File: src/rtl/lzw_uart_tx_if.sv
// Byte handshake between the LZW core (master) and the serial transmitter (slave).
interface lzw_uart_tx_if;
    logic [7:0] din;
    logic       din_valid;
    logic       din_ready;

    modport master (output din, output din_valid, input din_ready);
    modport slave  (input din, input din_valid, output din_ready);
endinterface

File: src/rtl/lzw_uart_tx.sv
// Buffered 8N1 serial transmitter for LZW output bytes: FIFO plus a baud-timed frame FSM.
// Defining LZW_UART_PARITY_EN inserts an even-parity bit between the data bits and the stop bit.
module lzw_uart_tx #(
    parameter int CLKS_PER_BIT = 434,
    parameter int FIFO_AW      = 4
) (
    input  logic             clk,
    input  logic             rst,
    lzw_uart_tx_if.slave     bus,
    output logic             sout,
    output logic             tx_busy,
    output logic [FIFO_AW:0] fifo_count
);

    localparam int                 DEPTH      = 1 << FIFO_AW;
    localparam int                 BW         = $clog2(CLKS_PER_BIT);
    localparam logic [BW-1:0]      BAUD_LAST  = BW'(CLKS_PER_BIT - 1);
    localparam logic [FIFO_AW:0]   COUNT_FULL = (FIFO_AW + 1)'(DEPTH);

`ifdef LZW_UART_PARITY_EN
    typedef enum logic [2:0] {IDLE, START, DATA, PARITY, STOP} state_t;
`else
    typedef enum logic [2:0] {IDLE, START, DATA, STOP} state_t;
`endif

    // ---------------------------------------------------------------- FIFO
    logic [7:0]         mem [DEPTH];
    logic [FIFO_AW-1:0] wr_ptr;
    logic [FIFO_AW-1:0] rd_ptr;
    logic               push;
    logic               pop;
    logic [7:0]         head;

    // Ready comes from the registered count only, so a pop in the same cycle never opens a full FIFO.
    assign bus.din_ready = (fifo_count != COUNT_FULL);
    assign push          = bus.din_valid & bus.din_ready;
    assign head          = mem[rd_ptr];

    // NOTE: the storage array has no reset; pointers and count alone decide which entries are live.
    always_ff @(posedge clk) begin
        if (push) begin
            mem[wr_ptr] <= bus.din;
        end
    end

    // NOTE: sequential state is updated with non-blocking assignments so every register samples pre-edge values.
    always_ff @(posedge clk) begin
        if (rst) begin
            wr_ptr     <= '0;
            rd_ptr     <= '0;
            fifo_count <= '0;
        end else begin
            if (push) wr_ptr <= wr_ptr + 1'b1;
            if (pop)  rd_ptr <= rd_ptr + 1'b1;
            case ({push, pop})
                2'b10:   fifo_count <= fifo_count + 1'b1;
                2'b01:   fifo_count <= fifo_count - 1'b1;
                default: fifo_count <= fifo_count;
            endcase
        end
    end

    // ---------------------------------------------------------------- frame FSM
    state_t        state,    state_n;
    logic [BW-1:0] baud_cnt, baud_n;
    logic [2:0]    bit_idx,  idx_n;
    logic [7:0]    shift,    shift_n;
    logic          sout_n;
    logic          baud_done;
    logic          have_byte;
`ifdef LZW_UART_PARITY_EN
    logic          par_bit,  par_n;
`endif

    assign baud_done = (baud_cnt == BAUD_LAST);
    assign have_byte = (fifo_count != '0);
    assign tx_busy   = (state != IDLE) | have_byte;

    always_comb begin
        // NOTE: every signal driven here gets a default first, so no path can infer a latch.
        state_n = state;
        baud_n  = baud_cnt;
        idx_n   = bit_idx;
        shift_n = shift;
        pop     = 1'b0;
        sout_n  = 1'b1;
`ifdef LZW_UART_PARITY_EN
        par_n   = par_bit;
`endif

        case (state)
            IDLE: begin
                if (have_byte) begin
                    pop     = 1'b1;
                    shift_n = head;
`ifdef LZW_UART_PARITY_EN
                    par_n   = ^head;
`endif
                    baud_n  = '0;
                    state_n = START;
                end
            end
            START: begin
                if (baud_done) begin
                    baud_n  = '0;
                    idx_n   = '0;
                    state_n = DATA;
                end else begin
                    baud_n = baud_cnt + 1'b1;
                end
            end
            DATA: begin
                if (baud_done) begin
                    baud_n  = '0;
                    shift_n = shift >> 1;
                    if (bit_idx == 3'd7) begin
`ifdef LZW_UART_PARITY_EN
                        state_n = PARITY;
`else
                        state_n = STOP;
`endif
                    end else begin
                        idx_n = bit_idx + 1'b1;
                    end
                end else begin
                    baud_n = baud_cnt + 1'b1;
                end
            end
`ifdef LZW_UART_PARITY_EN
            PARITY: begin
                if (baud_done) begin
                    baud_n  = '0;
                    state_n = STOP;
                end else begin
                    baud_n = baud_cnt + 1'b1;
                end
            end
`endif
            STOP: begin
                if (baud_done) begin
                    baud_n = '0;
                    // Another byte waiting: chain straight into its start bit with no idle gap.
                    if (have_byte) begin
                        pop     = 1'b1;
                        shift_n = head;
`ifdef LZW_UART_PARITY_EN
                        par_n   = ^head;
`endif
                        state_n = START;
                    end else begin
                        state_n = IDLE;
                    end
                end else begin
                    baud_n = baud_cnt + 1'b1;
                end
            end
            default: state_n = IDLE;
        endcase

        // sout is registered, so it is decoded from the state being entered.
        case (state_n)
            START:   sout_n = 1'b0;
            DATA:    sout_n = shift_n[0];
`ifdef LZW_UART_PARITY_EN
            PARITY:  sout_n = par_n;
`endif
            default: sout_n = 1'b1;
        endcase
    end

    always_ff @(posedge clk) begin
        if (rst) begin
            state    <= IDLE;
            baud_cnt <= '0;
            bit_idx  <= '0;
            shift    <= '0;
            sout     <= 1'b1;
`ifdef LZW_UART_PARITY_EN
            par_bit  <= 1'b0;
`endif
        end else begin
            state    <= state_n;
            baud_cnt <= baud_n;
            bit_idx  <= idx_n;
            shift    <= shift_n;
            sout     <= sout_n;
`ifdef LZW_UART_PARITY_EN
            par_bit  <= par_n;
`endif
        end
    end

endmodule

File: src/flat_wrapper.sv
// flat-port wrapper written by rule: the top's interface ports become plain ports
module lzw_uart_tx_flat 
#(
    parameter int CLKS_PER_BIT = 434,
    parameter int FIFO_AW      = 4
)
  (clk, rst, sout, tx_busy, fifo_count, bus_din, bus_din_valid, bus_din_ready);
  lzw_uart_tx_if bus_i ();
  input  logic clk;
  input  logic rst;
  output logic sout;
  output logic tx_busy;
  output logic [FIFO_AW:0] fifo_count;
  input wire logic [$bits(bus_i.din)-1:0] bus_din;
  input wire logic [$bits(bus_i.din_valid)-1:0] bus_din_valid;
  output wire logic [$bits(bus_i.din_ready)-1:0] bus_din_ready;
  assign bus_i.din = bus_din;
  assign bus_i.din_valid = bus_din_valid;
  assign bus_din_ready = bus_i.din_ready;
  lzw_uart_tx #(.CLKS_PER_BIT(CLKS_PER_BIT), .FIFO_AW(FIFO_AW)) u_core (.clk(clk), .rst(rst), .bus(bus_i), .sout(sout), .tx_busy(tx_busy), .fifo_count(fifo_count));
endmodule
File: config.mk
export PLATFORM = sky130hd
export DESIGN_NAME = lzw_uart_tx_flat
export DESIGN_NICKNAME = d
export VERILOG_FILES = /design/src/rtl/lzw_uart_tx_if.sv /design/src/rtl/lzw_uart_tx.sv /design/src/flat_wrapper.sv
export SDC_FILE = /design/constraint.sdc
export NUM_CORES = 1
export LEC_CHECK = 0
export CAP_MARGIN = 20
export CORE_ASPECT_RATIO = 0.7
export CORE_MARGIN = 5
export CORE_UTILIZATION = 48
export DETAILED_ROUTE_END_ITERATION = 8
export GPL_TIMING_DRIVEN = 1
export PLACE_DENSITY = 0.74
export SYNTH_ARGS = -nofsm -noshare
export SYNTH_HDL_FRONTEND = slang
export SYNTH_SLANG_ARGS = --single-unit
File: constraint.sdc
create_clock -name clk -period 5.85 [get_ports clk]
set_input_delay 1.4625 -clock clk [delete_from_list [all_inputs] [get_ports clk]]
set_output_delay 1.4625 -clock clk [all_outputs]
set_load 0.005 [all_outputs]
==> results.md, run 1 <==
- CP required: ~6.2 ns
- Core area: 0.0145 sq mm
- Vias: around 3800
- Clock slew seen by the registers of the worst setup and hold paths: roughly 0.07 ns
- Fraction of registers with async set/reset: 0%
- Setup crit end kind: flop
- Final #Nets: ~490
- CP max-delay cell: a21boi_1
- Post-CTS Setup Bufs: 0
- IO Port Bufs: 18
- Total power draw: 3.36 mW
- Unrepaired setup endpoints after global routing: false
- Largest stage delay, worst path: approximately 0.63 ns
- P_int: 2.42 mW
- Endpoints failing hold: 0
- I/O pin count: 19
- Mapped Nets: approximately 470
- Fin crit share: between 70% and 80%
- First-pass GRT wire length: roughly 22000 um
- Post-synth EDFFs: about 130
- WP data arrival: roughly 4.5 ns
- LEAKAGE: between 2 and 3 nW
- Power Density: ~420 mW/mm^2
- Total gr overflow: 0
- Sw frac: 28.0%
- Row Count: 37
- Yosys reg bits: about 170
- Seq/Total Area, Yosys: roughly two thirds
- Clk network pwr share: roughly 35%
- Min-delay worst type: reg2reg
- Synth top area share: 54.8%
- Maximum vdd drop: about 220 uV
- Root Buffer: clkbuf_16
- Initial core utilization: 48.4%
- RePlAce Congestion: 0.865
- Antenna cells: 0
- Largest area contributor in the netlist: edfxtp_1
- Worst slew margin relative to its limit: between 20 and 30%
- CTS tree: yes
- DRT Wirelength: between 10000 and 15000 um
- Mapped Cells: 450
- # DRC: 0
- CTS H-tree depth: 4
- Worst-Skew Late Latency: around 0.43 ns
- Worst-margin pin slew: approximately 1.1 ns
- ANT nets after route: 0
- Cell area after synthesis: 0.00701 sq mm
- Ys flop type: edfxtp_1
- Die Span X: between 150 and 200 um
- Total CTS buffers: 17
- Total Routing Usage GR: 16.4%
- Yosys cell types: between 40 and 50
- Largest net degree at the start of global routing: 33
- Min cycle time layout: roughly 4.2 ns
- Synth warn: 0
- Initial DRC count: 333
- Via-to-Cell Ratio: around 5.7
- Clock sinks: approximately 170
- Fin Setup TNS: 0 ns
- Status: completed
- CTS Hold Bufs: 0
- Post-CTS resize count: 0
- Cell Chain, Critical Path: clkdlybuf4s50_1 -> a21boi_1 -> inv_1 -> ha_1 -> xor2_1 -> ha_1 -> nor2_1 -> a22o_1 -> a22oi_1 -> o21ai_1 -> a22oi_1 -> mux2_1
- Psw: between 0.9 and 1 mW
- Pins Over Slew Limit: 0
- CP Max Fanout: 11
- Longest Clk Path Bufs: 2
- Iteration count of the initial detailed-routing pass: 7
- Final setup vio count: 0
- Die H: around 110 um
- Share of layout cells above drive strength 1: 18.0%
- Wire length per cell: between 15 and 20 um
- Max cap viols: 0
- Startpoint Class: primary input
- Mean post-synth cell area: 15.6 sq um
- Initial antenna violation count: 0
- Die area: approximately 0.017 sq mm
- Top cells by area, synth: edfxtp_1, dfxtp_1, mux4_2
- Hpwl dp: ~8500 um
- Comb pwr share: 22.4%
- Clock skew: 0.0123 ns
- Sequential fraction of design power: 43.1%
- Worst setup path category: in2reg
- Layout area overhead: 14.1%
- Vias in the first global route: 3846
- Fmax: around 240 MHz
-- final timing paths --
check                                       endpoint                from  slack, ns  cells past startpoint
worst min register to register       u_core.shift[7]     u_core.shift[7]       0.46                      2
worst max register to register  u_core.fifo_count[4]  u_core.baud_cnt[0]       2.28                     13
worst min-delay path                 u_core.shift[7]     u_core.shift[7]       0.46                      2
worst max-delay path            u_core.fifo_count[4]       bus_din_valid       1.66                     12
-- area by class of cell --
type                            instances  area (sq um)
Timing Repair Buffer                   26           240
Sequential cell                       169          4670
Multi-Input combinational cell        247          2200
Inverter                                9          33.8
Tap cell                              195           244
Clock buffer                           17           425
Clock inverter                         15           188
Fill cell                            1085          6490
-- layout by cell type (no fill, tap or decap), types with 3 or more instances in the layout --
| master | instances |
|---|---|
| mux4_2 | 34 |
| clkdlybuf4s50_1 | 18 |
| nor3_1 | 10 |
| a221o_1 | 6 |
| o21ai_0 | 5 |
| or3_1 | 4 |
| nand4_1 | 6 |
| buf_4 | 8 |
| ha_1 | 11 |
| xnor2_1 | 5 |
| xor2_1 | 12 |
| mux2i_1 | 11 |
| a21oi_1 | 6 |
| a22oi_1 | 3 |
| nor2_1 | 49 |
| dfxtp_1 | 40 |
| nand2b_1 | 6 |
| inv_1 | 9 |
| clkbuf_16 | 17 |
| a211oi_2 | 6 |
| clkinv_4 | 3 |
| bufinv_16 | 3 |
| nand2_1 | 23 |
| nor2b_1 | 9 |
| edfxtp_1 | 128 |
| inv_6 | 5 |
| and3_1 | 4 |
| a211oi_1 | 8 |
-- per-stage QoR --
stage               utilization (%)  hold slack (ns)  setup WS, ns  area, sq um  cells
global placement               51.0            0.440          1.38         7390    646
detailed placement             51.0            0.448          1.24         7390    646
CTS                            55.2            0.456          1.69         8000    678
floorplan                         -            0.425          2.09         7010    450
finish                         55.2            0.458          1.66         8000    678
global route                   55.2            0.490          1.34         8000    678
-- kinds of logic (layout without fill, tap and decap cells) --
group                    after synthesis  after routing  synth area share (%)
adder cells (fa/ha/maj)               11             11                  1.96
AND/OR/NAND/NOR                      123            123                  8.92
XOR/XNOR                              17             17                  2.12
AO/OA/AOI/OAI                         48             48                  5.57
multiplexers                          47             47                  12.8
flip-flops                           169            169                  66.5
other                                  1              1                0.0535
buffers and inverters                 34             67                  2.03
-- critical path: cells and delay by family --
family                     cells  cell delay, ns
AOI/OAI and AO/OA              5            1.23
adders and majority gates      2            0.57
xor gates and xnor gates       1            0.19
buffers and inverters          2            0.65
muxes                          1            0.33
and+or+nand+nor                1            0.06
-- registers in the layout, indices dropped and copies added, names as in the netlist, named ones only --
name and flops:
u_core.baud_cnt 9, u_core.bit_idx 3, u_core.fifo_count 5, u_core.mem 128, u_core.rd_ptr 4, u_core.shift 8, u_core.sout 1, u_core.state 3
u_core.wr_ptr 4
-- cells in the mapped netlist, types with 4 or more instances --
| cell type | count |
|---|---|
| a211oi_1 | 8 |
| a211oi_2 | 6 |
| a21oi_1 | 6 |
| a221o_1 | 6 |
| and3_1 | 4 |
| buf_2 | 6 |
| clkbuf_1 | 16 |
| dfxtp_1 | 41 |
| edfxtp_1 | 128 |
| ha_1 | 11 |
| inv_1 | 9 |
| mux2i_1 | 11 |
| mux4_2 | 34 |
| nand2_1 | 23 |
| nand2b_1 | 6 |
| nand4_1 | 6 |
| nor2_1 | 49 |
| nor2b_1 | 9 |
| nor3_1 | 10 |
| o21ai_0 | 5 |
| or3_1 | 4 |
| xnor2_1 | 5 |
| xor2_1 | 12 |
-- per-layer routing --
metal	GRT usage (%)	share of wire [%]
met5	0	0
met1	24.0	46
met4	5.88	1.5
met3	3.82	6.0
met2	24.2	47
-- power by group through the flow --
stage / sequential (mW) / combinational (mW) / clock (mW)
6_report: 1.45 / 0.750 / 1.16
5_1_grt: 1.46 / 0.827 / 1.23
4_1_cts: 1.45 / 0.758 / 1.18
3_5_place_dp: 1.47 / 0.753 / 0
3_3_place_gp: 1.47 / 0.733 / 0
2_1_floorplan: 1.44 / 0.586 / 0
Power figures use the tool's default switching activity.
==> run 2: changes to the inputs <==
--- a/config.mk
+++ b/config.mk
@@ -11,7 +11,7 @@
 export CORE_UTILIZATION = 48
 export DETAILED_ROUTE_END_ITERATION = 8
 export GPL_TIMING_DRIVEN = 1
-export PLACE_DENSITY = 0.74
+export PLACE_DENSITY = 0.76
 export SYNTH_ARGS = -nofsm -noshare
 export SYNTH_HDL_FRONTEND = slang
 export SYNTH_SLANG_ARGS = --single-unit
==> constraint.sdc (replaced) <==
create_clock -name clk -period 3.8 [get_ports clk]
set_input_delay 0.95 -clock clk [delete_from_list [all_inputs] [get_ports clk]]
set_output_delay 0.95 -clock clk [all_outputs]
set_load 0.005 [all_outputs]
==> run 2 against run 1 <==
Against the previous run:
- critical path depth up 1
- via count up 0.96%
- final area increased by 1.5%
- final cell count increased by 2.5%
- largest cell class unchanged
- largest power group unchanged
==> results.md, run 2 (synthesis results as in run 1) <==
- Root Buffer: clkbuf_16
- CP Max Fanout: 11
- Layout area overhead: 15.9%
- Startpoint Class: flop
- Cell Chain, Critical Path: ha_1 -> nand4b_1 -> o41a_1 -> nor2_4 -> ha_2 -> xor2_1 -> ha_1 -> nand2b_1 -> a22o_1 -> a22oi_1 -> o21ai_1 -> a22oi_1 -> mux2_1
- I/O pin count: 19
- DRT Wirelength: approximately 13000 um
- Endpoints failing hold: 0
- WP data arrival: about 3.8 ns
- Max cap viols: 0
- Initial core utilization: 48.4%
- Fin Setup TNS: 0 ns
- Die Span X: ~150 um
- Status: completed
- Worst-Skew Late Latency: 0.43 ns
- Commonest non-fill, non-tap cell in the layout: edfxtp_1
- Power Density: approximately 640 mW/mm^2
- # DRC: 0
- Row Count: 37
- Via-to-Cell Ratio: between 5 and 6
- Initial antenna violation count: 0
- Largest stage delay, worst path: 0.58 ns
- Core area: between 0.01 and 0.015 sq mm
- Min-delay worst type: reg2reg
- Initial DRC count: between 300 and 400
- Most frequent cells in the layout: edfxtp_1, nor2_1, dfxtp_1
- LEAKAGE: between 2 and 3 nW
- Worst slew margin relative to its limit: between 30 and 40%
- Die H: between 100 and 150 um
- Worst-margin pin slew: between 1 and 1.5 ns
- CTS tree: yes
- Pins Over Slew Limit: 0
- CTS Hold Bufs: 0
- Antenna cells: 0
- Share of layout cells above drive strength 1: between 20% and 30%
- Total CTS buffers: 17
- Largest registers: u_core.mem (128), u_core.baud_cnt (9), u_core.shift (8)
- Maximum vdd drop: between 300 and 400 uV
- Design area: about 0.008 sq mm
- ANT nets after route: 0
- DP Area: roughly 0.0075 sq mm
- Top Family by Delay on Critical Path: compound AO/OA/AOI/OAI gates
- Total Routing Usage GR: roughly 17%
- RePlAce Congestion: just over 0.9
- CP max-delay cell: o41a_1
- Iteration count of the initial detailed-routing pass: 4
- Fin crit share: just over 90%
- Largest register FFs: roughly 130
- Setup crit end kind: flop
- Worst setup path category: reg2reg
- Fmax: between 200 and 300 MHz
- Wire length per cell: ~19 um
- IO Port Bufs: 18
- Hpwl dp: approximately 9000 um
- Vias: roughly 3900
- Total power draw: a little over 5 mW
- Unrepaired setup endpoints after global routing: false
- Longest Clk Path Bufs: 2
- Final #Nets: 509
- Vias in the first global route: 3941
- Clock slew seen by the registers of the worst setup and hold paths: around 0.060 ns
- Final setup vio count: 0
- Clock sinks: about 170
- CP required: 4.11 ns
- Largest net degree at the start of global routing: 21
- CP bufs+invs: 0
- First-pass GRT wire length: about 22000 um
- Min cycle time layout: approximately 3.5 ns
- Die area: about 0.017 sq mm
- Biggest register: u_core.mem
- Clock skew: ~0.0080 ns
- Total gr overflow: 0
- CTS H-tree depth: 4
[run 2: power breakdown]
| part | leakage [nW] | total [mW] | internal (mW) | switching [mW] |
|---|---|---|---|---|
| clock | 0.290 | 1.76 | 1.07 | 0.695 |
| sequential | 1.49 | 2.28 | 2.12 | 0.166 |
| combinational | 0.878 | 1.12 | 0.572 | 0.548 |
[run 2: final timing paths]
check             slack, ns                from                   end  cells after the start
setup reg to reg       0.29  u_core.baud_cnt[0]  u_core.fifo_count[4]                     13
hold / removal         0.47     u_core.shift[7]       u_core.shift[7]                      2
setup / recovery       0.29  u_core.baud_cnt[0]  u_core.fifo_count[4]                     13
hold reg to reg        0.47     u_core.shift[7]       u_core.shift[7]                      2
[run 2: final cells by class]
class                      count  area (sq um)
sequential                   169          4670
clock buffer                  20           457
fill                        1112          6370
multi-input combinational    247          2210
clock inverter                12           149
tap                          195           244
inverter                       9          33.8
timing repair buffer          43           368
[run 2: per-layer routing]
layer / GRT usage (%) / wire length (um) / up-vias
li1: - / - / 1797
met1: 24.1 / 6320 / 1970
met2: 25.6 / 6350 / 93
met3: 4.37 / 636 / 21
met4: 4.82 / 178 / 0
met5: 0 / 0 / -
[run 2: timing repair]
item / 4_1_cts / 5_1_grt
resized for setup: 0 / 1
endpoints found under the setup margin: 0 / 1
setup buffers: 0 / 0
[run 2: worst min-delay path, cell delays in order (launching register included)]
cell and delay [ns]:
dfxtp_1 0.32, nand2_1 0.05, o21ai_1 0.05
[run 2: through the flow]
stage | worst slack, ns | hold slack (ns) | util (%) | instances
after global routing | 0.0529 | 0.500 | 56.1 | 695
after detailed placement | 0.0924 | 0.458 | 51.9 | 663
after floorplan | 0.555 | 0.425 | - | 450
after CTS | 0.244 | 0.467 | 56.0 | 695
after global placement | 0.271 | 0.443 | 51.9 | 663
final | 0.290 | 0.470 | 56.1 | 695
==> run 3: changes to the inputs <==
--- a/config.mk
+++ b/config.mk
@@ -9,9 +9,12 @@
 export CORE_ASPECT_RATIO = 0.7
 export CORE_MARGIN = 5
 export CORE_UTILIZATION = 48
+export CTS_CLUSTER_DIAMETER = 200
 export DETAILED_ROUTE_END_ITERATION = 8
 export GPL_TIMING_DRIVEN = 1
+export HOLD_SLACK_MARGIN = 0.12
 export PLACE_DENSITY = 0.76
+export SLEW_MARGIN = 20
 export SYNTH_ARGS = -nofsm -noshare
 export SYNTH_HDL_FRONTEND = slang
 export SYNTH_SLANG_ARGS = --single-unit
==> results of run 3 <==
Final layout, timing and power as in run 2 (identical DEF).
